$ cat config.mk
export PLATFORM = sky130hd
export DESIGN_NAME = btn_conditioner
export DESIGN_NICKNAME = d
export VERILOG_FILES = /design/src/rtl/btn_pkg.sv /design/src/rtl/btn_debounce.sv /design/src/rtl/btn_conditioner.sv
export SDC_FILE = /design/constraint.sdc
export NUM_CORES = 1
export LEC_CHECK = 0
export ABC_AREA = 1
export CAP_MARGIN = 10
export CORE_MARGIN = 3
export CORE_UTILIZATION = 30
export CTS_CLUSTER_SIZE = 20
export DETAILED_ROUTE_END_ITERATION = 8
export SYNTH_ARGS = -nofsm -noshare
export SYNTH_HDL_FRONTEND = slang
export SYNTH_SLANG_ARGS = --single-unit
$ cat constraint.sdc
create_clock -name Clk -period 1.3 [get_ports Clk]
set_input_delay 0.26 -clock Clk [delete_from_list [all_inputs] [get_ports Clk]]
set_output_delay 0.26 -clock Clk [all_outputs]
set_load 0.05 [all_outputs]
$ cat src/rtl/btn_pkg.sv
// Shared constants for the button conditioner: button indices, the arbiter's
// service order, and a priority picker used by the top level.
package btn_pkg;

  localparam int BTN_C   = 0;
  localparam int BTN_U   = 1;
  localparam int BTN_D   = 2;
  localparam int BTN_R   = 3;
  localparam int BTN_L   = 4;
  localparam int NUM_BTN = 5;

  // Service order, highest priority first. L deliberately outranks R even
  // though R has the lower bit index.
  localparam int PRIO [NUM_BTN] = '{BTN_C, BTN_U, BTN_D, BTN_L, BTN_R};

  // One-hot of the highest-priority requesting button, or zero if none.
  // Walks from lowest to highest priority so the last hit wins.
  function automatic logic [NUM_BTN-1:0] pick_prio(input logic [NUM_BTN-1:0] req);
    logic [NUM_BTN-1:0] sel;
    sel = '0;
    for (int i = NUM_BTN - 1; i >= 0; i--) begin
      if (req[PRIO[i]]) begin
        sel           = '0;
        sel[PRIO[i]]  = 1'b1;
      end
    end
    return sel;
  endfunction

endpackage

$ cat src/rtl/btn_debounce.sv
// One button channel: 2-FF synchronizer, debounce counter, stable level and
// a single-cycle rise strobe coincident with the stable 0->1 transition.
module btn_debounce #(
  parameter int DB_CYCLES = 500000
) (
  input  logic Clk,
  input  logic reset_n,
  input  logic raw,
  output logic level,
  output logic rise
);

  localparam int            CW       = (DB_CYCLES > 1) ? $clog2(DB_CYCLES) : 1;
  localparam logic [CW-1:0] CNT_LAST = CW'(DB_CYCLES - 1);

  logic          meta;
  logic          sync;
  logic          stable;
  logic [CW-1:0] cnt;
  logic          accept;

  // Two-flop synchronizer for the asynchronous raw level.
  always_ff @(posedge Clk or negedge reset_n) begin
    if (!reset_n) begin
      meta <= 1'b0;
      sync <= 1'b0;
    end else begin
      meta <= raw;
      sync <= meta;
    end
  end

  // A new level is accepted on the edge where it has been seen DB_CYCLES times in a row.
  assign accept = (sync != stable) && (cnt == CNT_LAST);

  // Debounce counter and stable level; any return to the stable level restarts the count.
  always_ff @(posedge Clk or negedge reset_n) begin
    if (!reset_n) begin
      cnt    <= '0;
      stable <= 1'b0;
    end else if (sync == stable) begin
      cnt <= '0;
    end else if (accept) begin
      stable <= sync;
      cnt    <= '0;
    end else begin
      cnt <= cnt + 1'b1;
    end
  end

  // Rise is combinational so pend sets on the same edge that stable goes high.
  assign rise  = accept & sync;
  assign level = stable;

endmodule

$ cat src/rtl/btn_conditioner.sv
// Conditions five raw push-buttons into spaced, single-cycle press pulses.
// Presses latch into pend; a fixed-priority arbiter serves one per grant and
// then holds off for GAP_CYCLES idle cycles.
module btn_conditioner
  import btn_pkg::*;
#(
  parameter int DB_CYCLES  = 500000,
  parameter int GAP_CYCLES = 2
) (
  input  logic               Clk,
  input  logic               reset_n,
  input  logic [NUM_BTN-1:0] btn_raw,
  output logic               BtnC,
  output logic               BtnU,
  output logic               BtnD,
  output logic               BtnR,
  output logic               BtnL,
  output logic [NUM_BTN-1:0] btn_level,
  output logic [NUM_BTN-1:0] pend
);

  localparam int            GW       = (GAP_CYCLES > 0) ? $clog2(GAP_CYCLES + 1) : 1;
  localparam logic [GW-1:0] GAP_LOAD = GW'(GAP_CYCLES);

  logic [NUM_BTN-1:0] rise;
  logic [NUM_BTN-1:0] grant;
  logic [NUM_BTN-1:0] pulse;
  logic [GW-1:0]      gap;

  for (genvar i = 0; i < NUM_BTN; i++) begin : g_db
    btn_debounce #(
      .DB_CYCLES (DB_CYCLES)
    ) u_db (
      .Clk     (Clk),
      .reset_n (reset_n),
      .raw     (btn_raw[i]),
      .level   (btn_level[i]),
      .rise    (rise[i])
    );
  end

  // Grant the highest-priority pending press once the gap has expired.
  always_comb begin
    grant = '0;
    if (gap == '0) begin
      grant = pick_prio(pend);
    end
  end

  // Pending bits, gap timer and pulse register. A press arriving on the same
  // edge its bit is served wins, so that press is kept for a later grant.
  always_ff @(posedge Clk or negedge reset_n) begin
    if (!reset_n) begin
      pend  <= '0;
      gap   <= '0;
      pulse <= '0;
    end else begin
      pend  <= (pend & ~grant) | rise;
      pulse <= grant;
      if (grant != '0) begin
        gap <= GAP_LOAD;
      end else if (gap != '0) begin
        gap <= gap - 1'b1;
      end
    end
  end

  assign BtnC = pulse[BTN_C];
  assign BtnU = pulse[BTN_U];
  assign BtnD = pulse[BTN_D];
  assign BtnR = pulse[BTN_R];
  assign BtnL = pulse[BTN_L];

endmodule
==> results of run 1 <==
==> kinds of logic (layout without fill, tap and decap cells) <==
| group | count (synthesis) | count (layout) |
|---|---|---|
| compound gates | 31 | 31 |
| xor+xnor | 41 | 41 |
| fa+ha+maj | 6 | 6 |
| buf+inv | 118 | 304 |
| flops | 122 | 122 |
| simple gates | 489 | 489 |
==> cells in the final DEF, fill, tap and decap left out, types with 5 or more instances in the layout <==
cell	netlist	final
nor2_1	170	129
nand2_1	177	128
dfrtp_1	122	114
buf_4	6	105
inv_1	104	89
nand2_2	16	51
xor2_1	37	36
nor2_2	13	34
buf_6	0	31
nand3_1	42	27
nor2_4	6	26
buf_12	0	19
nand4_1	18	18
inv_2	8	17
clkbuf_16	0	17
nand2_4	0	14
nor3_1	25	13
nor3_2	3	12
nand3_2	2	10
o21ai_1	6	8
dfrtp_2	0	8
nand3_4	0	7
nor3b_1	5	5
clkdlybuf4s50_1	0	5
==> per-stage QoR <==
step	hold WS (ns)	total power [uW]
detailed placement	0.194	4310
floorplan	-0.0356	4070
global placement	0.196	4300
global route	0.254	9540
CTS	0.254	9220
finish	0.271	9180
==> power breakdown <==
group	internal, uW	switching [uW]
clock network	3020	1800
logic	202	258
registers	3850	47.4
==> layout make-up <==
| type | instances | area (um2) | area share |
|---|---|---|---|
| timing repair buffer | 161 | 1580 | 0.165 |
| tap | 270 | 338 | 0.0353 |
| multi-input combinational | 567 | 3540 | 0.371 |
| inverter | 112 | 440 | 0.0461 |
| clock inverter | 13 | 170 | 0.0178 |
| sequential | 122 | 3060 | 0.320 |
| clock buffer | 18 | 429 | 0.0449 |
==> worst reg2reg max path, stage by stage (launching register included) <==
cell and delay, ns:
dfrtp_1 0.39, ha_4 0.17, nand2_4 0.06, nor2_4 0.17
inv_2 0.06, nor2_4 0.16, a21oi_4 0.09, buf_6 0.14
nand2_2 0.05, nor2_1 0.04
==> registers in the layout (all words and copies together) (netlist names) <==
name             count
g_db.u_db.cnt       95
g_db.u_db.level      5
g_db.u_db.meta       5
g_db.u_db.sync       5
pend                 5
pulse                5
gap                  2
==> metal layers <==
layer  routed length [um]  up-vias  global-route usage  part of all wire
met3                  420       22              0.0320             0.027
met5                    0        -                   0                 0
met2                 7740       67               0.224              0.50
li1                     -     2856                   -                 -
met1                 7100     2683               0.179              0.46
met4                  301        0              0.0585             0.019
==> worst max path at each step <==
| stage | to | start | slack, ns | depth (start not counted) |
|---|---|---|---|---|
| 6_report | g_db[3].u_db.cnt[15] | g_db[3].u_db.cnt[0] | -0.14 | 9 |
| 5_1_grt | g_db[0].u_db.cnt[10] | g_db[0].u_db.cnt[0] | -0.25 | 8 |
| 4_1_cts | g_db[1].u_db.cnt[13] | g_db[1].u_db.cnt[0] | -0.09 | 9 |
| 3_5_place_dp | g_db[2].u_db.cnt[13] | g_db[2].u_db.cnt[1] | -0.19 | 9 |
| 3_3_place_gp | g_db[2].u_db.cnt[17] | g_db[2].u_db.cnt[0] | -0.13 | 9 |
| 2_1_floorplan | g_db[4].u_db.cnt[8] | g_db[4].u_db.cnt[0] | -0.009 | 8 |
==> what timing repair did <==
item	4_1_cts	5_1_grt
hold buffers	1	0
setup endpoints to repair	85	106
resized for setup	86	157
setup buffers	20	26
pin swaps	26	55
hold endpoints to repair	17	0
==> impl_metrics.ini, run 1 <==
[synth]
yosysMostFrequentCell = nand2_1
syn_area_per_cell_um2 = 7.84
ys_seq_area_frac = 0.482
synthDistinctLibCells = 31
syn_area_um2 = 6330
synth_top_cells_by_count = nand2_1 (177), nor2_1 (170), dfrtp_1 (122), inv_1 (104), nand3_1 (42)
ys_dominant_reg_cell = dfrtp_1
synth_adder_area_share = 0.0119
synth_cells = 807
ys_async_sr_fraction = 1.00
synth-seq-cells = 122
synth.mux.area_fraction = 0
synth-edff-count = 0
synth_xor_area_frac = 0.0567
ys_warn_count = 0
synth-simple-area-share = 0.344
syn_nets = 820
netlist.area_leader.share = 0.482
synth_area_leaders = dfrtp_1 (48%), nand2_1 (10%), nor2_1 (10%)
synth_top_cell_by_area = dfrtp_1
synth-compound-area-share = 0.0316
synth_top_family_by_area = simple AND/OR/NAND/NOR gates

[timing]
rsz0062_at_grt = true
max_slew.worst_pin.slew_ns = 0.376
skew_ns = 0.00692
relSlewSlack = 0.748
hold_viol = 0
min_period_ns = 1.44
drv_slew = 0
period_share = 1.11
setup_viol = 77
tns_ns = -5.39
max_freq_mhz = 694
setup_ws_ns = -0.140

[status]
violations = setup timing
status = finished, violations left

[finish]
nFillCells = 1899
layout.cells.non_filler = 1263
post-route-util = 0.466
fin_area_um2 = 9560
n_antenna_cell = 0
drive_gt1_frac = 0.402
final_nets = 994
area_growth_pct = 51.0

[worst_setup_path]
endpoint_kind = flop
slowest_stage = dfrtp_1
worstReg2RegStart = g_db[3].u_db.cnt[0]
cp-start-kind = flop
crit_chain = ha_4, nand2_4, nor2_4, inv_2, nor2_4, a21oi_4, buf_6, nand2_2, nor2_1
critPathArrivalTime_ns = 1.75
critPathTopFamily = simple AND/OR/NAND/NOR gates
rr_worst_depth = 9
path_buf_inv = 2
worst-endpoint-required_ns = 1.61
crit_top_cell = nor2_4
r2r_end = g_db[3].u_db.cnt[15]
worstSetupPathType = flop to flop
slowest_delay_ns = 0.39
regToRegSetupSlack_ns = -0.14
path_max_fanout = 4

[floorplanning]
dieArea_um2 = 22900
num_rows = 52
die_h_um = 151
core_area_um2 = 20500
start_util = 0.309
die_w_um = 151
io_pins = 22

[clock_tree]
clkLatencyLatePin_ns = 0.42
cts_root_buffer = clkbuf_16
cts_made_buffers = 17
cts_sinks = 122
clk_path_buf_depth = 2
cts_tree = built
clkTransAtPathRegs_ns = 0.06
htree_levels = 4

[placed_design]
pre_cts_ws_ns = -0.186
gp_congestion = 0.917
hpwlAfterDp_mm = 10.4
dpl_cell_area_um2 = 7790
place_inst = 1192
port_buffers = 21

[detailed_routing]
wl_per_cell_um = 12.3
wl_mm = 15.6
ant_nets = 0
drc_errors = 0
drt-initial-drc-count = 205
viasPerCell = 4.46
dr.pass1.iters = 4
num_vias = 5628

[global_routing]
grt_pass1_vias = 5425
grt_util_all_layers = 0.139
grt_first_pass_wirelength_mm = 25.1
antenna_found_initial = 0
grt_max_degree = 41
grt-ovfl-total = 0

[hold_path]
hold_path.class = primary input to flop
hold_start = btn_raw[3]
min_path_cells = 1
whs_endpoint = g_db[3].u_db.meta

[pwr]
leakagePower_uw = 0.00438
ir_drop_mv = 0.814
pwr_density_cell_nw_per_um2 = 960

[flow_run]
cap_violations = 0
Note: power is estimated with default switching activity, not from simulation.
==> run 2: changes to the inputs <==
--- a/config.mk
+++ b/config.mk
@@ -8,7 +8,7 @@
 export ABC_AREA = 1
 export CAP_MARGIN = 10
 export CORE_MARGIN = 3
-export CORE_UTILIZATION = 30
+export CORE_UTILIZATION = 40
 export CTS_CLUSTER_SIZE = 20
 export DETAILED_ROUTE_END_ITERATION = 8
 export SYNTH_ARGS = -nofsm -noshare
==> run 2 against run 1 <==
The flow still finishes with violations (setup timing). Routed wire length down 3.6%. First-iteration DRC count increased by 66%. Sequential cell count did not move. Non-clock buffer count shrank 2. Clock-buffer cell count grew 3. Die area is 24% lower. Via count shrank 0.44%. Combinational power is 6.1% higher. Utilization grew 15 points. Hold slack improved by 0.0042 ns. Design area is 1.0% lower. Critical path type unchanged. Largest cell class unchanged. Largest power group unchanged.
==> impl_metrics.ini, run 2 (same netlist as run 1, synthesis figures left out) <==
[timing]
drv_slew = 0
max_slew.worst_pin.slew_ns = 0.311
relSlewSlack = 0.792
setup_viol = 70
min_period_ns = 1.43
period_share = 1.10
fin_hold_ws_ns = 0.275
rsz0062_at_grt = true
skew_ns = 0.00900
setup_ws_ns = -0.128
hold_viol = 0
max_freq_mhz = 700

[worst_setup_path]
endpoint_kind = flop
cp-start-kind = flop
worst-endpoint-required_ns = 1.61
slowest_stage = dfrtp_1
crit_chain = ha_2, nand2_4, nor2_4, buf_6, inv_4, nor2_4, buf_6, nand3_4, nand2_1, o21ai_1
path_max_fanout = 3
worstSetupPathType = flop to flop
critPathArrivalTime_ns = 1.74
slowest_delay_ns = 0.35

[clock_tree]
cts_tree = built
clk_path_buf_depth = 2
cts_made_buffers = 17
cts_sinks = 122
htree_levels = 4
cts_root_buffer = clkbuf_16
clkTransAtPathRegs_ns = 0.06
clkLatencyLatePin_ns = 0.42

[detailed_routing]
drt-initial-drc-count = 340
wl_mm = 15.0
wl_per_cell_um = 12.5
ant_nets = 0
drc_errors = 0
num_vias = 5603
viasPerCell = 4.67
dr.pass1.iters = 4

[hold_path]
hold_path.class = primary input to flop

[finish]
final_cell_mix = nand2_1 (127), nor2_1 (127), dfrtp_1 (115)
top_register = g_db.u_db.cnt
largest_register_ffs = 95
fin_area_um2 = 9460
n_antenna_cell = 0
layout.cells.non_filler = 1201
nFillCells = 1264
multi_input_area_um2 = 3570
area_growth_pct = 49.5
final_nets = 992
regArea_um2 = 3060
drive_gt1_frac = 0.401

[pwr]
clkPwrFrac = 0.504
comb_power_share = 0.055
pwr_density_cell_nw_per_um2 = 937
p_int_uw = 6900
netSwitchingPower_uw = 1970
leakagePower_uw = 0.00441
power_switching_share = 0.222
pwr-share-seq = 0.441
ir_drop_mv = 1.07

[global_routing]
grt_max_degree = 36
use_met2 = 0.277
grt-ovfl-total = 0
grt_use_met3 = 0.0443
met1_usage = 0.230
grt_first_pass_wirelength_mm = 24.6
grt_pass1_vias = 5420
antenna_found_initial = 0
grt_util_all_layers = 0.172
grt.busiest_layer = met2

[floorplanning]
die_h_um = 132
core_area_um2 = 15300
die_w_um = 132
num_rows = 45
dieArea_um2 = 17400
io_pins = 22
start_util = 0.413

[placed_design]
port_buffers = 21
pre_cts_ws_ns = -0.161
place_inst = 1138
hpwlAfterDp_mm = 10.3
dpl_cell_area_um2 = 7760
gp_congestion = 0.834

[status]
violations = setup timing
status = finished, violations left

[flow_run]
cap_violations = 0
-- run 2: changes by cell type in the layout (fill, tap and decap cells not counted), moves of 3 or more --
cell | previous run | this run
inv_6 | 4 | 0
clkinv_4 | 4 | 0
nand2_4 | 14 | 17
o21ai_2 | 1 | 5
clkinv_2 | 1 | 5
buf_4 | 105 | 102
nor2_4 | 26 | 30
-- run 2: metal layers --
metal  up-vias  wire length (um)
met1      2640              6870
met2        82              7380
li1       2857                 -
met4         0               253
met5         -                 0
met3        24               508
-- run 2: area by class of cell --
type | instances | share of cell area
clock inverters | 9 | 0.0106
repair buffers | 159 | 0.166
flip-flops and latches | 122 | 0.324
clock buffers | 21 | 0.0476
multi-input cells | 567 | 0.377
well taps | 211 | 0.0279
inverters | 112 | 0.0479
-- run 2: worst max-delay path: cells and delay by family (launching register included) --
kind	cells	cell delay, ns
and+or+nand+nor	5	0.43
DFF	1	0.35
AOI/OAI and AO/OA	1	0.06
adders and majority gates	1	0.21
buffers and inverters	3	0.28
-- run 2: timing repair --
| action | in CTS | in global routing |
|---|---|---|
| hold buffers | 1 | 0 |
| buffers inserted | 14 | 22 |
| hold endpoints to repair | 42 | 0 |
| resized for setup | 81 | 174 |
| pin swaps | 42 | 77 |
| setup endpoints to repair | 79 | 104 |
-- run 2: metrics by stage --
stage | power (uW) | TNS, ns | util
after global routing | 9210 | -12.02 | 0.618
after CTS | 8830 | -3.51 | 0.568
after global placement | 4310 | -4.09 | 0.507
after floorplan | 4070 | -0.0341 | -
final | 8860 | -5.07 | 0.618
after detailed placement | 4320 | -6.00 | 0.507
-- run 2: path summary, 6_finish.rpt --
kind	slack, ns	to	startpoint	cells after the start
max	-0.13	g_db[2].u_db.level	g_db[2].u_db.cnt[0]	10
min	0.27	g_db[1].u_db.meta	btn_raw[1]	1
max reg2reg	-0.13	g_db[2].u_db.level	g_db[2].u_db.cnt[0]	10
min reg2reg	0.35	g_db[4].u_db.sync	g_db[4].u_db.meta	0
max in group asynchronous	0.53	g_db[2].u_db.cnt[0]	reset_n	3
min in group asynchronous	0.28	g_db[4].u_db.cnt[15]	reset_n	2
-- run 2: power by group through the flow --
stage / combinational, uW / clock [uW] / sequential (uW)
floorplan: 121 / 0 / 3950
global placement: 356 / 0 / 3950
detailed placement: 362 / 0 / 3960
CTS: 386 / 4550 / 3890
global route: 545 / 4750 / 3910
finish: 488 / 4470 / 3910
